**config.mk**
```make
export PLATFORM = sky130hd
export DESIGN_NAME = mips_bus_arbiter
export DESIGN_NICKNAME = d
export VERILOG_FILES = /design/src/rtl/mips_bus_arbiter.sv
export SDC_FILE = /design/constraint.sdc
export NUM_CORES = 1
export LEC_CHECK = 0
export ABC_AREA = 1
export CAP_MARGIN = 20
export CORE_UTILIZATION = 30
export DETAILED_ROUTE_END_ITERATION = 8
export PLACE_DENSITY = 0.7
export SYNTH_ARGS = -nofsm -noshare
export SYNTH_HDL_FRONTEND = slang
export SYNTH_SLANG_ARGS = --single-unit
```
**constraint.sdc**
```tcl
create_clock -name clk -period 1.1 [get_ports clk]
set_input_delay 0.165 -clock clk [delete_from_list [all_inputs] [get_ports clk]]
set_output_delay 0.165 -clock clk [all_outputs]
set_load 0.1 [all_outputs]
```
**src/rtl/mips_bus_arbiter.sv**
```systemverilog
// Purpose: shares one Avalon-MM master port between the instruction-fetch and data load/store requesters.
// Latency: a request sampled at edge k drives read/write from k+1; a zero-wait slave gives done in cycle k+2, plus one per wait cycle.
// Backpressure: Avalon waitrequest stretches the BUS phase; requesters hold req and its fields until their done pulse.
module mips_bus_arbiter #(
  parameter int TIMEOUT = 0,   // max consecutive waitrequest-high bus cycles; 0 disables the abort
  parameter int CW      = 16   // timeout counter width
) (
  input  logic        clk,
  input  logic        reset,
  // instruction fetch port (read-only)
  input  logic        i_req,
  input  logic [31:0] i_addr,
  output logic [31:0] i_rdata,
  output logic        i_done,
  // data load/store port
  input  logic        d_req,
  input  logic        d_we,
  input  logic [31:0] d_addr,
  input  logic [31:0] d_wdata,
  input  logic [3:0]  d_be,
  output logic [31:0] d_rdata,
  output logic        d_done,
  // status
  output logic        err,
  output logic        busy,
  // Avalon-MM master
  output logic [31:0] address,
  output logic        read,
  output logic        write,
  input  logic        waitrequest,
  output logic [31:0] writedata,
  output logic [3:0]  byteenable,
  input  logic [31:0] readdata
);

  typedef enum logic [1:0] {
    IDLE = 2'd0,
    BUS  = 2'd1,
    DONE = 2'd2
  } state_t;

  typedef enum logic {
    INSTR = 1'b0,
    DATA  = 1'b1
  } port_t;

  // The abort fires on the last allowed waitrequest-high cycle, i.e. when the
  // counter (cleared on BUS entry) has already counted TIMEOUT-1 stalls.
  localparam bit          TO_EN   = (TIMEOUT != 0);
  localparam logic [CW-1:0] TO_LAST = (TIMEOUT > 0) ? CW'(TIMEOUT - 1) : '0;

  state_t        state, state_nxt;
  port_t         last_grant, last_grant_nxt;
  port_t         owner, owner_nxt;
  logic [CW-1:0] cnt, cnt_nxt;

  logic [31:0]   address_nxt;
  logic          read_nxt;
  logic          write_nxt;
  logic [31:0]   writedata_nxt;
  logic [3:0]    byteenable_nxt;
  logic [31:0]   i_rdata_nxt;
  logic [31:0]   d_rdata_nxt;
  logic          i_done_nxt;
  logic          d_done_nxt;
  logic          err_nxt;
  logic          busy_nxt;

  // On a tie the port that did not win last time is served; a lone request always wins.
  logic          grant_data;
  assign grant_data = d_req && (!i_req || (last_grant == INSTR));

  // Next-state and next-output logic; every bus-facing output is registered.
  always_comb begin
    state_nxt      = state;
    last_grant_nxt = last_grant;
    owner_nxt      = owner;
    cnt_nxt        = cnt;
    address_nxt    = address;
    read_nxt       = read;
    write_nxt      = write;
    writedata_nxt  = writedata;
    byteenable_nxt = byteenable;
    i_rdata_nxt    = i_rdata;
    d_rdata_nxt    = d_rdata;
    i_done_nxt     = 1'b0;
    d_done_nxt     = 1'b0;
    err_nxt        = 1'b0;

    case (state)
      IDLE: begin
        if (i_req || d_req) begin
          state_nxt = BUS;
          cnt_nxt   = '0;
          if (grant_data) begin
            owner_nxt      = DATA;
            last_grant_nxt = DATA;
            address_nxt    = {d_addr[31:2], 2'b00};
            byteenable_nxt = d_be;
            writedata_nxt  = d_wdata;
            write_nxt      = d_we;
            read_nxt       = ~d_we;
          end else begin
            owner_nxt      = INSTR;
            last_grant_nxt = INSTR;
            address_nxt    = {i_addr[31:2], 2'b00};
            byteenable_nxt = 4'b1111;
            write_nxt      = 1'b0;
            read_nxt       = 1'b1;
          end
        end
      end

      BUS: begin
        if (!waitrequest) begin
          // Slave accepted: readdata is only valid in this cycle, so grab it now.
          if (read) begin
            if (owner == DATA) d_rdata_nxt = readdata;
            else               i_rdata_nxt = readdata;
          end
          read_nxt  = 1'b0;
          write_nxt = 1'b0;
          state_nxt = DONE;
          if (owner == DATA) d_done_nxt = 1'b1;
          else               i_done_nxt = 1'b1;
        end else if (TO_EN && (cnt == TO_LAST)) begin
          // Stuck slave: give up, report the abort and hand back a zero word.
          read_nxt  = 1'b0;
          write_nxt = 1'b0;
          err_nxt   = 1'b1;
          state_nxt = DONE;
          if (owner == DATA) begin
            d_rdata_nxt = '0;
            d_done_nxt  = 1'b1;
          end else begin
            i_rdata_nxt = '0;
            i_done_nxt  = 1'b1;
          end
        end else begin
          cnt_nxt = cnt + 1'b1;
        end
      end

      DONE: begin
        // Completion cycle only; arbitration resumes from IDLE so the
        // requester has this edge to drop its req.
        state_nxt = IDLE;
      end

      default: begin
        state_nxt = IDLE;
        read_nxt  = 1'b0;
        write_nxt = 1'b0;
      end
    endcase

    busy_nxt = (state_nxt != IDLE);
  end

  // State and output registers with synchronous reset; reset mid-transfer
  // drops read/write immediately and suppresses the done pulse.
  always_ff @(posedge clk) begin
    if (reset) begin
      state      <= IDLE;
      last_grant <= INSTR;
      owner      <= INSTR;
      cnt        <= '0;
      address    <= '0;
      read       <= 1'b0;
      write      <= 1'b0;
      writedata  <= '0;
      byteenable <= '0;
      i_rdata    <= '0;
      d_rdata    <= '0;
      i_done     <= 1'b0;
      d_done     <= 1'b0;
      err        <= 1'b0;
      busy       <= 1'b0;
    end else begin
      state      <= state_nxt;
      last_grant <= last_grant_nxt;
      owner      <= owner_nxt;
      cnt        <= cnt_nxt;
      address    <= address_nxt;
      read       <= read_nxt;
      write      <= write_nxt;
      writedata  <= writedata_nxt;
      byteenable <= byteenable_nxt;
      i_rdata    <= i_rdata_nxt;
      d_rdata    <= d_rdata_nxt;
      i_done     <= i_done_nxt;
      d_done     <= d_done_nxt;
      err        <= err_nxt;
      busy       <= busy_nxt;
    end
  end

endmodule

```
==> flow_metrics.tcl, run 1 <==
set metrics [dict create \
    status "finished with violations" \
    violations "negative setup slack" \
    yosys.area.top_type_share_pct 53.1 \
    clock_sinks 138 \
    finClkSkew_ps 13.9 \
    ant_nets 0 \
    diodes 0 \
    synth.top_cells.by_count "nor2_1 (237), dfxtp_1 (138), o21ai_0 (114)" \
    grt.overflow.total 0 \
    syn_area_per_cell_um2 7.61 \
    cts_root_buf "clkbuf_16" \
    ys_seq_area_share_pct 53.1 \
    post_drt_wl_per_cell_um 17.1 \
    core_mm2 0.0168 \
    finalSetupTns_ps -20260 \
    worst-path-max-fanout 6 \
    hold_violations 0 \
    cp-end-kind "register" \
    grt_max_degree 56 \
    max_cap_violations 0 \
    cpPeakStageDelay_ps 350 \
    antenna_found_initial 0 \
    crit_chain "inv_4, nor2_4, nand3_4, buf_6, o21ai_1, nor2_1" \
    initialDrtViolationCount 240 \
    yosysTopAreaCell "dfxtp_1" \
    slew_violations 0 \
    cts_hold_buf 0 \
    worstSkewPairLatency_ps 430 \
    synth_edf_count 0 \
    cp_num_buf_inv 2 \
    synth_area_leaders "dfxtp_1 (53%), nor2_1 (17%), o21ai_0 (11%), nand2_1 (5.0%), a21oi_1 (3.1%)" \
    critPathLaunchType "register" \
    syn_inst 683 \
    port_buffers 268 \
    cp_slowest_cell "dfxtp_2" \
    yosysWarnings 0 \
    nets 1137 \
    vias_per_cell 4.84 \
    required_ps 1400 \
    cts_tree "built" \
    synth_ff_type "dfxtp_1" \
    p_leak_nw 4.69 \
    place.gp.congestion 0.814 \
    ys_ff_latch 138 \
    ir_drop_v 0.00104 \
    final_core_util_pct 70.0 \
    min_path_type "in -> reg" \
    area_growth_pct 126 \
    crit_family "simple AND/OR/NAND/NOR gates" \
    grt_usage_pct 22.4 \
    die_area_mm2 0.0179 \
    power-per-cell-area_mw_per_mm2 1520 \
    power_mw 17.9 \
    finalSetupViolCount 263 \
    die_y_um 134 \
    fin_ws_ps -199 \
    die_w_um 134 \
    num_io_pins 276 \
    syn_area_mm2 0.00520 \
    clk_path_buf_depth 2 \
    period_share_pct 118 \
    post-route-drc-count 0 \
    htreeDepth 4 \
    rsz0062_at_grt "yes" \
    instances_no_fill 1232 \
    initial_utilization_pct 31.0 \
    place_inst 1160 \
    num_rows 47 \
    synth_most_common_cell "nor2_1" \
    firstDrtPassIters 4 \
    synth.distinct_cells 21 \
    drive_gt1_share_pct 52.2 \
    fill_cells 1192 \
    arrival_ps 1600 \
    grt_pass1_wl_um 30700 \
    crit_type "reg -> reg" \
    numCtsBuffers 17 \
    period_needed_ps 1300 \
    drt-total-wl_um 21000 \
    dp_hpwl_um 12900 \
    synthArstFlopShare_pct 0 \
    clk_pin_slew_ps 60 \
    clock.fmax_ghz 0.770 \
    routed-via-count 5965 \
    grt_pass1_vias 5785 \
]
-- sequential cells by signal, indices dropped and copies added, names as in the netlist --
signal and cells:
read 1, state 2, writedata 32, busy 1
d_done 1, i_done 1, owner 1, write 1
byteenable 4, d_rdata 32, i_rdata 32, address 30
-- repair_timing --
action,in CTS,in global routing
gates cloned,10,7
setup buffers,22,6
resized for setup,191,115
pin swaps,15,52
setup endpoints to repair,268,270
-- power by group --
| group | internal (mW) | total [mW] | switching [mW] |
|---|---|---|---|
| clock network | 3.26 | 5.58 | 2.32 |
| registers | 5.40 | 5.79 | 0.390 |
| logic | 2.67 | 6.52 | 3.85 |
-- logic make-up (layout without fill, tap and decap cells) --
logic type	after synthesis	count (layout)	synth area share (%)
flops	138	138	53.1
other cells	1	3	0.0721
buf+inv	62	388	7.03
compound gates	163	163	15.7
simple gates	319	320	24.1
-- worst register-to-register path: stages, from the launching register on --
cell,delay (ps)
dfxtp_2,350
inv_4,50
nor2_4,180
nand3_4,190
buf_6,190
o21ai_1,160
nor2_1,60
-- layout by cell type, fill, tap and decap left out, types with 4 or more instances in the layout --
master           instances
buf_6                   10
o21ai_0                 27
o21ai_2                 47
buf_4                   30
nand2_2                 10
buf_16                   8
buf_12                 150
clkbuf_16               24
clkinv_2                 4
inv_6                    4
nor2_2                  29
nand2_1                 57
nand2_4                  4
dfxtp_2                122
nor2_4                  30
inv_1                    4
a21oi_1                 19
clkdlybuf4s50_1        133
a21oi_2                 13
dfxtp_4                 16
nor2_1                 182
o21ai_1                 55
-- layer usage --
layer,track usage [%],vias up,part of all wire (%)
met4,7.77,0,2.9
met1,24.4,2835,37
met2,39.6,254,52
met5,0,-,0
met3,8.18,43,7.6
li1,-,2833,-
-- path summary, 6_finish.rpt --
path / from / endpoint / slack (ps) / cells after the start
setup / recovery: state[0] / i_rdata[9] / -200 / 6
hold / removal: d_wdata[25] / writedata[25] / 330 / 3
setup reg to reg: state[0] / i_rdata[9] / -200 / 6
hold reg to reg: write / write / 490 / 2
-- stage by stage --
stage	area (um2)	setup slack, ps	hold slack [ps]
6_report	11700	-199	332
5_1_grt	11700	-273	332
4_1_cts	11200	-179	306
3_5_place_dp	9740	-488	482
3_3_place_gp	9740	-476	474
2_1_floorplan	5390	-206	227
-- layout make-up --
class	instances	area, um2	area share [%]
repair buffers	342	5140	43.8
flip-flops and latches	138	2980	25.3
multi-input cells	486	2690	22.9
clock buffers	20	457	3.89
well taps	220	275	2.34
clock inverters	12	115	0.980
inverters	14	86.3	0.735
Power figures use the tool's default switching activity.
==> run 2: changes to the inputs <==
--- a/config.mk
+++ b/config.mk
@@ -7,9 +7,12 @@
 export LEC_CHECK = 0
 export ABC_AREA = 1
 export CAP_MARGIN = 20
-export CORE_UTILIZATION = 30
+export CELL_PAD_IN_SITES_DETAIL_PLACEMENT = 1
+export CELL_PAD_IN_SITES_GLOBAL_PLACEMENT = 1
+export CORE_UTILIZATION = 27
+export CTS_CLUSTER_DIAMETER = 200
 export DETAILED_ROUTE_END_ITERATION = 8
-export PLACE_DENSITY = 0.7
+export PLACE_DENSITY = 0.84
 export SYNTH_ARGS = -nofsm -noshare
 export SYNTH_HDL_FRONTEND = slang
 export SYNTH_SLANG_ARGS = --single-unit
==> constraint.sdc (replaced) <==
create_clock -name clk -period 1.4 [get_ports clk]
set_input_delay 0.21 -clock clk [delete_from_list [all_inputs] [get_ports clk]]
set_output_delay 0.21 -clock clk [all_outputs]
set_load 0.1 [all_outputs]
==> run 2 against run 1 <==
  * The run now ends clean
  * Global-route usage shrank 0.81 points
  * Design area is 12% lower
  * Clock power fell by 9.3%
  * Power fell by 22%
  * Register-to-register slack gained 250 ps
  * Clock skew is 6.0 ps lower
  * Count of clock-buffer cells in the layout decreased by 1
  * Worst hold slack improved by 36 ps
  * Largest power group is now clock
  * Highest routed layer unchanged
==> flow_metrics.tcl, run 2 (same netlist as run 1, synthesis figures left out) <==
set metrics [dict create \
    required_ps 1710 \
    max_cap_violations 0 \
    gr-max-usage-layer "met2" \
    p_leak_nw 4.23 \
    critPathLaunchType "register" \
    die_y_um 141 \
    fin_ws_ps 51.4 \
    die_area_mm2 0.0198 \
    drt-total-wl_um 20800 \
    whs_ps 368 \
    cts_root_buf "clkbuf_16" \
    cpPeakStageDelay_ps 380 \
    vias_per_cell 4.68 \
    drive_gt1_share_pct 22.8 \
    grt_pass1_vias 6085 \
    status "finished clean" \
    grt_pass1_wl_um 32800 \
    cp-end-kind "register" \
    cpMostUsedCell "nor2_1" \
    num_rows 50 \
    rsz0062_at_grt "yes" \
    period_needed_ps 1350 \
    dp_hpwl_um 15200 \
    nets 1100 \
    numCtsBuffers 17 \
    diodes 0 \
    worstSkewPairLatency_ps 420 \
    port_buffers 268 \
    firstDrtPassIters 4 \
    met2_usage_pct 39.8 \
    clock_sinks 138 \
    htreeDepth 4 \
    crit_type "reg -> reg" \
    period_share_pct 96.3 \
    initial_utilization_pct 27.7 \
    ant_nets 0 \
    cts_tree "built" \
    hold_violations 0 \
    clock.fmax_ghz 0.741 \
    clk_path_buf_depth 2 \
    post_drt_wl_per_cell_um 17.2 \
    arrival_ps 1660 \
    grt_usage_pct 21.5 \
    use_met3_pct 7.64 \
    core_mm2 0.0188 \
    finClkSkew_ps 7.98 \
    grt_max_degree 38 \
    final_common_cell "nor2_1" \
    finalSetupViolCount 0 \
    routed-via-count 5656 \
    clk_pin_slew_ps 60 \
    area_growth_pct 99.1 \
    antenna_found_initial 0 \
    crit_family "simple AND/OR/NAND/NOR gates" \
    crit_chain "nand2_1, nand2_2, nor2_4, inv_4, buf_4, nor2_1, nor2_1" \
    num_io_pins 276 \
    cp_slowest_cell "dfxtp_4" \
    initialDrtViolationCount 170 \
    slew_violations 0 \
    power-per-cell-area_mw_per_mm2 1350 \
    reg_top3 "d_rdata: 32 flops, i_rdata: 32 flops, writedata: 32 flops" \
    post-place-ws_ps -333 \
    grt.overflow.total 0 \
    met1_usage_pct 23.0 \
    die_w_um 141 \
    min_path_type "in -> reg" \
    place.gp.congestion 0.757 \
    post-route-drc-count 0 \
    layout_common_cells "nor2_1 (236), buf_12 (145), dfxtp_1 (134), clkdlybuf4s50_1 (133), o21ai_0 (104)" \
    worst-path-max-fanout 8 \
    ir_drop_v 0.000882 \
    cp_num_buf_inv 2 \
]
## run 2: cell count changes in the layout (fill, tap and decap cells not counted), moves of 14 or more
cell / delta
nor2_2: -28
dfxtp_4: -14
o21ai_2: -47
nor2_4: -26
dfxtp_1: +134
nor2_1: +54
o21ai_0: +77
o21ai_1: -28
dfxtp_2: -120
## run 2: cell type report
type / count / area (um2)
Fill cell: 2057 / 8420
Timing Repair Buffer: 306 / 4480
Sequential cell: 138 / 2770
Multi-Input combinational cell: 485 / 2100
Clock buffer: 19 / 433
Tap cell: 234 / 293
Clock inverter: 13 / 215
Inverter: 14 / 56.3
## run 2: per-layer routing
metal	wire length, um	up-vias
li1	-	2740
met1	8140	2707
met2	11000	189
met3	1470	20
met4	233	0
met5	0	-
## run 2: report_power, final
part	leakage (nW)	switching (mW)	total [mW]	internal, mW
clock network	0.318	1.86	5.06	3.19
registers	1.13	0.287	4.49	4.20
logic	2.78	2.74	4.40	1.66
total	4.23	4.89	13.9	9.06
## run 2: worst paths after layout
kind         cells past startpoint   startpoint  slack [ps]             to
max reg2reg                      7        owner          50   writedata[4]
min                              3  d_wdata[19]         370  writedata[19]
min reg2reg                      1        owner         500         i_done
max                              7        owner          50   writedata[4]
## run 2: through the flow
step	cell area [um2]	TNS (ps)	cells	power, mW	utilization [%]
after CTS	10300	-51.7	1207	14.0	54.8
final	10400	0	1209	13.9	55.2
after global placement	9620	-18020	1175	8.85	51.3
after floorplan	5210	0	685	7.01	-
after detailed placement	9620	-28510	1175	8.93	51.3
after global routing	10400	-95.3	1209	14.4	55.2
## run 2: timing repair
| item | in CTS | in global routing |
|---|---|---|
| pin swaps | 0 | 1 |
| gates cloned | 0 | 1 |
| hold buffers | 0 | 0 |
| buffers inserted | 0 | 1 |
| setup endpoints to repair | 48 | 54 |
| resized for setup | 6 | 17 |
## run 2: tightest hold or removal path, delay by kind of cell
kind | cells | cell delay [ps]
and+or+nand+nor | 2 | 150
buffers and inverters | 1 | 390
